`src/rtl/demux_pkg.sv`:
```
// rtl/demux_pkg.sv - shared state encoding and lane constants for demux1to4_seq
package demux_pkg;

  typedef enum logic {
    ST_MANUAL = 1'b0,
    ST_SCAN   = 1'b1
  } state_t;

  localparam int NUM_LANES  = 4;
  localparam int LANE_IDX_W = 2;

endpackage

```
`src/rtl/lane_ptr_ctr.sv`:
```
// rtl/lane_ptr_ctr.sv - 2-bit lane pointer with sync clear, enable and wrap flag
module lane_ptr_ctr
  import demux_pkg::*;
(
  input  logic                  clock,
  input  logic                  reset,
  input  logic                  clr,
  input  logic                  en,
  output logic [LANE_IDX_W-1:0] count,
  output logic                  wrap
);

  logic [LANE_IDX_W-1:0] r_count;

  // Clear beats enable so a mode-change edge always restarts at lane 0.
  always_ff @(posedge clock) begin
    if (reset || clr) begin
      r_count <= '0;
    end else if (en) begin
      r_count <= r_count + 1'b1;
    end
  end

  assign count = r_count;
  assign wrap  = en && (r_count == LANE_IDX_W'(NUM_LANES - 1));

endmodule

```
`src/rtl/demux1to4_seq.sv`:
```
// rtl/demux1to4_seq.sv - registered 1-to-4 demux with manual select and auto-scan modes
module demux1to4_seq
  import demux_pkg::*;
#(
  parameter int WIDTH = 1
) (
  input  logic                       clock,
  input  logic                       reset,
  input  logic [WIDTH-1:0]           in_data,
  input  logic                       in_valid,
  input  logic                       auto_mode,
  input  logic [LANE_IDX_W-1:0]      sel,
  output logic [NUM_LANES*WIDTH-1:0] out_lanes,
  output logic [NUM_LANES-1:0]       lane_strobe,
  output logic [LANE_IDX_W-1:0]      cur_lane,
  output logic                       frame_done
);

  state_t                r_state;
  state_t                w_state_nxt;
  logic [WIDTH-1:0]      r_lanes [NUM_LANES];
  logic [NUM_LANES-1:0]  r_strobe;
  logic                  r_frame_done;
  logic [LANE_IDX_W-1:0] r_sel;
  logic [LANE_IDX_W-1:0] w_ptr;
  logic                  w_ptr_wrap;
  logic                  w_ptr_clr;
  logic                  w_ptr_en;
  logic [LANE_IDX_W-1:0] w_wr_idx;
  logic                  w_frame;

  always_ff @(posedge clock) begin
    if (reset) begin
      r_state <= ST_MANUAL;
    end else begin
      r_state <= w_state_nxt;
    end
  end

  // A word arriving on a mode-change edge is routed under the old state.
  always_comb begin
    w_state_nxt = r_state;
    w_ptr_clr   = 1'b0;
    w_ptr_en    = 1'b0;
    w_wr_idx    = sel;
    w_frame     = 1'b0;
    case (r_state)
      ST_MANUAL: begin
        w_ptr_clr = 1'b1;
        if (auto_mode) w_state_nxt = ST_SCAN;
      end
      ST_SCAN: begin
        w_wr_idx = w_ptr;
        w_ptr_en = in_valid;
        w_frame  = w_ptr_wrap;
        if (!auto_mode) begin
          w_state_nxt = ST_MANUAL;
          w_ptr_clr   = 1'b1;
        end
      end
      default: w_state_nxt = ST_MANUAL;
    endcase
  end

  lane_ptr_ctr u_ptr (
    .clock (clock),
    .reset (reset),
    .clr   (w_ptr_clr),
    .en    (w_ptr_en),
    .count (w_ptr),
    .wrap  (w_ptr_wrap)
  );

  always_ff @(posedge clock) begin
    if (reset) begin
      for (int k = 0; k < NUM_LANES; k++) r_lanes[k] <= '0;
      r_strobe     <= '0;
      r_frame_done <= 1'b0;
      r_sel        <= '0;
    end else begin
      if (in_valid) r_lanes[w_wr_idx] <= in_data;
      r_strobe     <= in_valid ? (NUM_LANES'(1) << w_wr_idx) : '0;
      r_frame_done <= w_frame;
      r_sel        <= sel;
    end
  end

  always_comb begin
    out_lanes = '0;
    for (int k = 0; k < NUM_LANES; k++) out_lanes[k*WIDTH +: WIDTH] = r_lanes[k];
  end

  assign lane_strobe = r_strobe;
  assign frame_done  = r_frame_done;
  assign cur_lane    = (r_state == ST_SCAN) ? w_ptr : r_sel;

endmodule

```
`config.mk`:
```
export PLATFORM = sky130hd
export DESIGN_NAME = demux1to4_seq
export DESIGN_NICKNAME = d
export VERILOG_FILES = /design/src/rtl/demux_pkg.sv /design/src/rtl/lane_ptr_ctr.sv /design/src/rtl/demux1to4_seq.sv
export SDC_FILE = /design/constraint.sdc
export NUM_CORES = 1
export LEC_CHECK = 0
export CAP_MARGIN = 30
export CORE_UTILIZATION = 48
export CTS_BUF_LIST = sky130_fd_sc_hd__clkbuf_16
export CTS_CLUSTER_SIZE = 14
export DETAILED_ROUTE_END_ITERATION = 8
export GPL_TIMING_DRIVEN = 0
export PLACE_DENSITY = 0.77
export SETUP_SLACK_MARGIN = 0.5
export SLEW_MARGIN = 10
export SYNTH_ARGS = -nofsm -noshare
export SYNTH_HDL_FRONTEND = slang
export SYNTH_SLANG_ARGS = --single-unit
```
`constraint.sdc`:
```
create_clock -name clock -period 2.6 [get_ports clock]
set_input_delay 0.78 -clock clock [delete_from_list [all_inputs] [get_ports clock]]
set_output_delay 0.78 -clock clock [all_outputs]
set_load 0.02 [all_outputs]
```
# [Yosys cells after proc, flatten, opt, wreduce, memory -nomap -nowiden]
# Memory sizes are Yosys's and may differ from the RTL's.
# Cells that the tools add are included.
[word_totals] mem_count=1 word_cells=30 ram_bits=4 output_inout_bits=11 regBits=10
[mem_list] memory="r_lanes" words=4 width=1 read_ports=4 rd_clocked_by_memory_dff=0 wr=4 line="demux1to4_seq.sv:21" source="logic [WIDTH-1:0] r_lanes [NUM_LANES];"
[classes] reduce_logical=5 n_eq_ne=1 muxes=14 bitwise_logic=2 n_shift=1 add_sub_neg=1
[ops] operator="$mux 1" n=10
[ops] operator="$mux 2" n=3
[ops] operator="$reduce_or 2->1" n=2
[ops] operator="$shl 1x2->4 const A" n=1
[ops] operator="$add 2x1->2 const B" n=1
[ops] operator="$eq 2x2->1 const B" n=1
[ops] operator="$not 1->1" n=2
[ops] operator="$pmux 1 s2" n=1
[ops] operator="$logic_and 1x1->1" n=1
[ops] operator="$logic_or 1x1->1" n=1
[ops] operator="$reduce_or 1->1" n=1

# [Longest topological paths before layout]
# Gate-level depths: netlist of the first run.
[depth] word_depth=5 ltp_mapped=4 ltp_nobuf=3

# [Hierarchy]
# Synthesis of the first run repeated with hierarchy kept, for this count alone.
[hier_totals] hier_cells=64 area_unflattened_um2=673.1
[modules_own_cells] module="demux1to4_seq" area_per_inst_um2=574.3 instances=1 cells_per_inst=56
[modules_own_cells] module="lane_ptr_ctr" area_per_inst_um2=98.8 instances=1 cells_per_inst=8

# [Worst setup path before layout of the first run]
# No wires, ideal clock.
[synth_path] kind="reg-to-output" from="reg r_state" to="out cur_lane[0]" stages_incl_launch_ff=3 slack_ns=0.889 arrival_time_ns=0.931 cell_sequence="dfxtp_1 buf_6 o21ai_0"
[synth_via] elab_chain_len=1
[synth_rtl] item="start, declared" line="demux1to4_seq.sv:19" source="state_t r_state;"
[synth_rtl] item="start signal, assigned" line="demux1to4_seq.sv:36" source="r_state <= w_state_nxt;"
[synth_rtl] item="$mux 2" line="demux1to4_seq.sv:95" source="assign cur_lane = (r_state == ST_SCAN) ? w_ptr : r_sel;"
[synth_rtl] item="end, declared" line="demux1to4_seq.sv:15" source="output logic [LANE_IDX_W-1:0] cur_lane,"
# Every way passes these cells.

==> results of run 1 <==
## area by class of cell
class | instances | area [um2] | share of cell area (%)
multi-input combinational | 36 | 256 | 28.7
tap | 14 | 17.5 | 1.96
inverter | 5 | 18.8 | 2.10
clock buffer | 3 | 75.1 | 8.39
timing repair buffer | 17 | 165 | 18.5
sequential | 14 | 320 | 35.8
buffer | 5 | 41.3 | 4.62
## layout by cell type (no fill, tap or decap), types with 2 or more instances in the layout
cell type        netlist  layout
o21ai_0                4       4
and2_1                 2       2
nand2b_1               2       2
nand2_1                3       3
and3_1                 2       2
nor2_1                 6       6
dfxtp_1               10      10
clkbuf_16              0       3
nor2b_1                2       2
clkdlybuf4s50_1        0      15
edfxtp_1               4       4
nor3_2                 2       2
inv_1                  5       5
o21bai_2               2       2
buf_4                  4       4
## registers in the layout, summed over array words and instances (netlist names)
| register | flops |
|---|---|
| u_ptr.count | 2 |
| frame_done | 1 |
| r_sel | 2 |
| lane_strobe | 4 |
| r_lanes | 4 |
| r_state | 1 |
## path summary, 6_finish.rpt
path / cells past startpoint / end / startpoint / slack [ns]
worst max-delay path: 2 / out_lanes[3] / r_lanes[3]$_DFFE_PP_ / 0.55
worst min-delay path: 2 / u_ptr.count[1]$_SDFFE_PP0P_ / u_ptr.count[1]$_SDFFE_PP0P_ / 0.58
worst max register to register: 3 / r_lanes[0]$_SDFFCE_PN0P_ / r_state$_SDFF_PP0_ / 1.37
worst min register to register: 2 / u_ptr.count[1]$_SDFFE_PP0P_ / u_ptr.count[1]$_SDFFE_PP0P_ / 0.58
## stage by stage
stage / cell area (um2) / power, W / hold slack (ns)
final: 895 / 0.000579 / 0.576
after global routing: 895 / 0.000600 / 0.610
after CTS: 897 / 0.000588 / 0.580
after detailed placement: 825 / 0.000309 / 0.575
after global placement: 825 / 0.000307 / 0.558
after floorplan: 637 / 0.000278 / 0.524
## layer usage
| metal | up-vias | share of wire, % | GRT usage, % | wire length (um) |
|---|---|---|---|---|
| met5 | - | 0 | 0 | 0 |
| met4 | 0 | 0 | 7.76 | 0 |
| met3 | 0 | 3.5 | 1.74 | 40 |
| met2 | 12 | 57 | 38.1 | 644 |
| met1 | 217 | 39 | 19.9 | 442 |
| li1 | 238 | - | - | - |
## worst max-delay path, cell delays in order, from the launching register on
cell	delay [ns]
edfxtp_1	0.36
buf_4	0.14
clkdlybuf4s50_1	0.53
## cells by family (layout without fill, tap and decap cells)
family          Yosys count  after routing  share of synthesized area (%)
simple gates             24             24                           24.8
flops                    14             14                           50.3
buf+inv                  10             30                           9.43
compound gates            9              9                           10.6
fa+ha+maj                 1              1                           1.96
xor+xnor                  1              1                           1.38
mux                       1              1                           1.57
## where the power goes
group | switching, W | internal (W) | total [W] | leakage, nW
logic | 0.0000326 | 0.0000347 | 0.0000673 | 0.219
registers | 0.00000306 | 0.000233 | 0.000236 | 0.124
clock network | 0.0000751 | 0.000200 | 0.000275 | 0.0370
total | 0.000111 | 0.000468 | 0.000579 | 0.380
## what timing repair did
item	4_1_cts	5_1_grt
setup buffers	0	0
pin swaps	0	0
gates resized for setup	2	4
gates cloned	0	0
hold endpoints to repair	0	0
setup endpoints to repair	2	2
==> impl_metrics.yaml, run 1 <==
run_status:
  outcome: "complete, no violations"
synth:
  synth_seq_area_share_pct: 50.3
  synth.cell_area_um2: 637
  ys_seq_elements: 14
  synth_async_sr_flop_share_pct: 0
  yosys.area.top_type_share_pct: 31.4
  ys_dominant_reg_cell: "dfxtp_1"
  synth_edf_count: 4
  synth_nets: 68
  synth_warnings: 0
  synth_most_common_cell: "dfxtp_1"
  syn_avg_cell_area_um2: 10.6
  yosys-top-cells-area: "dfxtp_1, edfxtp_1, buf_4"
  post-synth-top-area-cell: "dfxtp_1"
  ys_types: 25
  syn-instance-count: 60
  synth_top_cells_by_count: "dfxtp_1, nor2_1, inv_1"
floorplan:
  dieHeight_um: 38.4
  design.die.area_um2: 1480
  fp.dieW_um: 38.4
  floorplan.core_area_um2: 1170
  io_pins: 18
  floorplan.initialDensity_pct: 54.4
  row_count: 12
placement:
  port_buffers: 17
  gp_routability_congestion: 0.683
  post-place-cells: 91
  dpl_ws_ns: 0.413
  hpwl_um: 890
setup_path:
  critical_path_required_ns: 1.82
  critical_path_peak_fanout: 1
  endpoint_kind: "output pin"
  crit_type: "reg -> out"
  setup.worst_path.start_class: "register"
  worst_ep_arrival_time_ns: 1.27
cts:
  clock-sinks: 14
  source_to_sink_clock_delay_at_the_later_pin_of_the_worst_skew_pair_ns: 0.24
  clkTransAtPathRegs_ns: 0.04
  cts_hold_repair.buffers: 0
  clk_root_buf: "clkbuf_16"
  buffers_from_clock_root_to_sink_at_most: 2
  cts_tree: "built"
  cts_inserted_buffers: 3
  h-tree-depth: 1
route:
  final_antenna_net_count: 0
  firstDrtPassIters: 2
  wl_per_cell_um: 12.0
  vias: 467
  drcViolationCount: 0
  drt_iter0_markers: 5
  postRouteWirelength_mm: 1.13
  drt-vias-per-instance: 4.97
power:
  max-vdd-ir-drop_uv: 461
  cellPowerDensity_nw_per_um2: 647
  leakage_power_nw: 0.380
cells_and_area:
  area.growth.synth_to_final_pct: 40.5
  fin_cells: 94
  antenna_cells: 0
  nNetsFinal: 90
  utilization_after_layout_pct: 76.4
  drive_gt1_share_pct: 21.3
  fillCellCount: 83
timing:
  rsz0062_at_grt: "false"
  final_max_slew_viol_count: 0
  hold_viol: 0
  timing.final.setup_violations: 0
  setup_total_negative_slack_ns: 0
  finClkSkew_ns: 0.000435
  post_route_fraction_of_the_period_consumed_by_the_critical_path_pct: 78.9
  normalized_max_slew_margin_pct: 68.9
  min_period_ns: 2.05
  max_slew.worst_pin.slew_ns: 0.461
  fmax_ghz: 0.487
  post-route-worst-setup-slack_ns: 0.549
global_route:
  overflow: 0
  wire_length_of_the_first_global_routing_pass_mm: 1.88
  grt_antenna_before_repair: 0
  gr-usage-all-layers_pct: 19.1
  grt_pass1_vias: 464
  largest_net_degree_at_the_start_of_global_routing: 11
hold_path:
  timing.hold.worst.class: "reg -> reg"
run:
  max_cap_violations: 0
Note: power is estimated with default switching activity, not from simulation.
==> run 2, diff against run 1 <==
Settings changed: CORE_UTILIZATION 48 to 44, PLACE_DENSITY 0.77 to 0.72.
Clock period 2.6 ns to 2.09 ns, I/O delays scaled along.
==> run 2 against run 1 <==
Total power up 28%. Register-to-register slack worse by 0.58 ns. Die area up 8.6%. First-iteration DRC count up 100%. Non-clock buffer count up 6. Clock-buffer cell count unchanged. Sequential share of layout area down 1.9 points. Setup slack worse by 0.047 ns. Hold slack better by 0.0031 ns. Critical path depth up 2. Utilization down 4.0 points. Global-route usage up 0.068 points. Critical path type unchanged. Largest cell class unchanged.
==> impl_metrics.yaml, run 2 (synthesis results as in run 1) <==
setup_path:
  critical_path_peak_fanout: 6
  critical_path_required_ns: 1.46
  worst-r2r-cell-count: 4
  crit_type: "reg -> out"
  worst_ep_arrival_time_ns: 0.96
  setup.worst_path.start_class: "register"
  endpoint_kind: "output pin"
power:
  cellPowerDensity_nw_per_um2: 775
  max-vdd-ir-drop_uv: 501
  leakage_power_nw: 0.488
cells_and_area:
  drive_gt1_share_pct: 40.2
  antenna_cells: 0
  fillCellCount: 111
  final_cell_mix: "buf_4, dfxtp_1, dlygate4sd2_1"
  final_common_cell: "buf_4"
  nNetsFinal: 96
  area.growth.synth_to_final_pct: 49.7
  utilization_after_layout_pct: 72.4
timing:
  final_max_slew_viol_count: 0
  max_slew.worst_pin.slew_ns: 0.360
  timing.final.setup_violations: 0
  post_route_fraction_of_the_period_consumed_by_the_critical_path_pct: 76.0
  finClkSkew_ns: 0.00418
  normalized_max_slew_margin_pct: 76.0
  setup_total_negative_slack_ns: 0
  rsz0062_at_grt: "true"
  min_period_ns: 1.59
  fmax_ghz: 0.630
  hold_viol: 0
cts:
  buffers_from_clock_root_to_sink_at_most: 2
  cts_inserted_buffers: 3
  clk_root_buf: "clkbuf_16"
  cts_hold_repair.buffers: 0
  cts_tree: "built"
  source_to_sink_clock_delay_at_the_later_pin_of_the_worst_skew_pair_ns: 0.24
  clock-sinks: 14
  clkTransAtPathRegs_ns: 0.04
  h-tree-depth: 1
run_status:
  outcome: "complete, no violations"
route:
  vias: 499
  postRouteWirelength_mm: 1.27
  final_antenna_net_count: 0
  drt-vias-per-instance: 4.89
  drcViolationCount: 0
  drt_iter0_markers: 10
  firstDrtPassIters: 2
  wl_per_cell_um: 12.4
run:
  max_cap_violations: 0
floorplan:
  fp.dieW_um: 40.0
  floorplan.initialDensity_pct: 48.3
  io_pins: 18
  floorplan.core_area_um2: 1320
  row_count: 13
  design.die.area_um2: 1600
  dieHeight_um: 40.0
placement:
  gp_routability_congestion: 0.724
  hpwl_um: 884
  port_buffers: 17
global_route:
  grt_pass1_vias: 465
  gr-usage-all-layers_pct: 19.2
  grt_antenna_before_repair: 0
  largest_net_degree_at_the_start_of_global_routing: 10
  wire_length_of_the_first_global_routing_pass_mm: 1.92
  overflow: 0
hold_path:
  worstHoldPathCells: 2
  timing.hold.worst.class: "reg -> reg"
[run 2: worst paths after layout]
check,from,end,slack [ns]
setup / recovery,r_state$_SDFF_PP0_,cur_lane[0],0.50
hold / removal,u_ptr.count[0]$_SDFFE_PP0P_,u_ptr.count[0]$_SDFFE_PP0P_,0.58
setup reg to reg,r_state$_SDFF_PP0_,r_lanes[2]$_SDFFCE_PN0P_,0.79
hold reg to reg,u_ptr.count[0]$_SDFFE_PP0P_,u_ptr.count[0]$_SDFFE_PP0P_,0.58
[run 2: metal layers]
layer  global-route usage (%)  share of wire [%]  vias up
li1                         -                  -      247
met1                     20.9                 41      235
met2                     31.0                 52       13
met3                     6.67                4.5        4
met4                     12.9                2.6        0
met5                        0                  0        -
[run 2: layout make-up]
class / count / area [um2] / share of cell area (%)
Tap cell: 15 / 18.8 / 1.97
Multi-Input combinational cell: 36 / 283 / 29.7
Sequential cell: 14 / 323 / 33.9
Buffer: 5 / 41.3 / 4.33
Clock inverter: 1 / 3.75 / 0.394
Inverter: 5 / 18.8 / 1.97
Timing Repair Buffer: 23 / 190 / 19.9
Clock buffer: 3 / 75.1 / 7.87
[run 2: what timing repair did]
action / in CTS / in global routing
endpoints found under the setup margin: 20 / 4
setup buffers: 4 / 2
resized for setup: 43 / 9
pin swaps: 1 / 2
[run 2: critical path, cell delays in order, from the launching register on]
cell	delay (ns)
dfxtp_2	0.32
buf_6	0.13
nand2_4	0.06
o21ai_2	0.06
buf_6	0.14
[run 2: stage by stage]
step	instances	hold WS (ns)	power [W]	area, um2	setup slack, ns
final	102	0.579	0.000739	953	0.502
after global routing	102	0.648	0.000768	953	0.475
after CTS	100	0.584	0.000740	911	0.398
after detailed placement	92	0.579	0.000385	826	0.0432
after global placement	92	0.558	0.000382	826	0.0762
after floorplan	60	0.524	0.000346	637	0.532
[run 2: report_power, final]
part	switching, W	internal (W)	total [W]
Combinational	0.0000459	0.0000438	0.0000897
Sequential	0.00000353	0.000291	0.000294
Clock	0.000103	0.000252	0.000355
==> run 3, diff against run 2 <==
Settings changed: CORE_UTILIZATION 44 to 40, PLACE_DENSITY 0.72 to 0.68.
Clock period 2.09 ns to 1.4 ns, I/O delays scaled along.
==> run 3 against run 2 <==
Flip-flop and latch count stayed put. Global-route usage decreased by 3.8 points. Clock-buffer cell count is the same. First-iteration DRC count shrank 70%. Combinational power rose by 110%. Sequential power up 49%. Register-to-register slack worse by 0.74 ns. Die area up 9.5%. Wire length decreased by 5.9%. Utilization grew 4.5 points.
==> impl_metrics.yaml, run 3 (synthesis results as in run 1) <==
cells_and_area:
  nNetsFinal: 102
  layout.area.seq_um2: 333
  antenna_cells: 0
  area.growth.synth_to_final_pct: 79.8
  multi_input_comb_area_um2: 344
  final_design_area_no_fill_um2: 1140
  final_cell_mix: "buf_6, buf_4, dfxtp_2"
  final_common_cell: "buf_6"
  fin_cells: 109
  fillCellCount: 100
  drive_gt1_share_pct: 69.9
  utilization_after_layout_pct: 76.9
setup_path:
  setup.worst_path.start_class: "register"
  crit_top_cell: "buf_6"
  critPathSlowestCell: "dfxtp_2"
  timing.critical_path.cells: "buf_6 -> nand2_4 -> o21ai_4 -> buf_6"
  critical_path_peak_fanout: 6
  endpoint_kind: "output pin"
  ff2ff_setup_slack_ns: 0.05
  critical_path_required_ns: 0.98
  critPathMaxStageDelay_ns: 0.33
  worst_ep_arrival_time_ns: 0.95
  worst_r2r_endpoint: "r_lanes[2]$_SDFFCE_PN0P_"
  crit_type: "reg -> out"
  crit-reg2reg-launch: "r_state$_SDFF_PP0_"
  worst-r2r-cell-count: 5
route:
  drt_iter0_markers: 3
  postRouteWirelength_mm: 1.19
  firstDrtPassIters: 2
  vias: 515
  drcViolationCount: 0
  wl_per_cell_um: 10.9
  drt-vias-per-instance: 4.72
  final_antenna_net_count: 0
hold_path:
  worst_hold_startpoint: "reset"
  timing.hold.worst.class: "in -> reg"
  worstHoldPathCells: 2
  hold_end: "lane_strobe[3]$_SDFF_PP0_"
cts:
  buffers_from_clock_root_to_sink_at_most: 2
  clock-sinks: 14
  cts_tree: "built"
  cts_hold_repair.buffers: 0
  h-tree-depth: 1
  clk_root_buf: "clkbuf_16"
  clkTransAtPathRegs_ns: 0.04
  source_to_sink_clock_delay_at_the_later_pin_of_the_worst_skew_pair_ns: 0.24
  cts_inserted_buffers: 3
timing:
  hold_viol: 0
  normalized_max_slew_margin_pct: 85.0
  post_route_fraction_of_the_period_consumed_by_the_critical_path_pct: 97.7
  timing.final.setup_violations: 0
  fmax_ghz: 0.731
  final_max_slew_viol_count: 0
  finClkSkew_ns: 0.00226
  rsz0062_at_grt: "true"
  max_slew.worst_pin.slew_ns: 0.225
  min_period_ns: 1.37
placement:
  gp_routability_congestion: 0.737
  post-place-cells: 93
  placed_standard_cell_area_um2: 850
  hpwl_um: 759
  port_buffers: 17
power:
  max-vdd-ir-drop_uv: 656
  leakage_power_nw: 0.544
  p_total_w: 0.00114
  cellPowerDensity_nw_per_um2: 1000
floorplan:
  dieHeight_um: 41.9
  fp.dieW_um: 41.9
  floorplan.initialDensity_pct: 42.8
  floorplan.core_area_um2: 1490
  design.die.area_um2: 1760
  io_pins: 18
  row_count: 14
global_route:
  gr-usage-all-layers_pct: 15.3
  grt_pass1_vias: 508
  overflow: 0
  largest_net_degree_at_the_start_of_global_routing: 10
  grt_antenna_before_repair: 0
  wire_length_of_the_first_global_routing_pass_mm: 2.00
run_status:
  outcome: "complete, no violations"
run:
  max_cap_violations: 0
-- run 3: worst max path at each step --
stage,end,depth (start not counted),slack [ns],startpoint
global route,cur_lane[1],4,0.001,r_state$_SDFF_PP0_
finish,cur_lane[1],4,0.03,r_state$_SDFF_PP0_
global placement,r_lanes[1]$_SDFFCE_PN0P_,4,-0.42,reset
detailed placement,r_lanes[1]$_SDFFCE_PN0P_,4,-0.44,reset
CTS,cur_lane[1],3,0.02,r_state$_SDFF_PP0_
floorplan,cur_lane[0],2,0.29,r_state$_SDFF_PP0_
-- run 3: routing by layer --
layer  share of wire (%)  vias to the layer above  track usage [%]  wire, um
met5                   0                        -                0         0
met4                0.75                        0             7.74         9
met3                 3.3                        2             3.91        39
met2                  56                       10             27.5       674
met1                  39                      240             16.4       469
li1                    -                      263                -         -
-- run 3: metrics by stage --
| step | TNS (ns) | hold slack, ns | setup WS [ns] |
|---|---|---|---|
| after global placement | -3.44 | 0.572 | -0.416 |
| after CTS | 0 | 0.421 | 0.0157 |
| final | 0 | 0.401 | 0.0323 |
| after global routing | 0 | 0.410 | 0.00141 |
| after floorplan | 0 | 0.487 | 0.293 |
| after detailed placement | -3.78 | 0.575 | -0.442 |
-- run 3: layout make-up --
class                           count  share of cell area, %
Multi-Input combinational cell     36                   30.1
Sequential cell                    14                   29.1
Timing Repair Buffer               29                   26.0
Clock buffer                        3                   6.56
Buffer                              5                   4.59
Tap cell                           16                   1.75
Inverter                            5                   1.64
Clock inverter                      1                  0.328
-- run 3: critical path: cells and delay by family (launching register included) --
kind	cells	cell delay [ns]
compound gates	1	0.05
buf+inv	2	0.27
flops	1	0.33
simple gates	1	0.06
-- run 3: report_power, final --
group | switching, W | leakage, nW | internal [W]
clock | 0.000145 | 0.0385 | 0.000376
combinational | 0.0000805 | 0.377 | 0.000104
sequential | 0.00000653 | 0.128 | 0.000433
-- run 3: what timing repair did --
| item | 4_1_cts | 5_1_grt |
|---|---|---|
| resized for setup | 107 | 12 |
| setup endpoints to repair | 29 | 26 |
| buffers inserted | 8 | 4 |
| pin swaps | 6 | 8 |
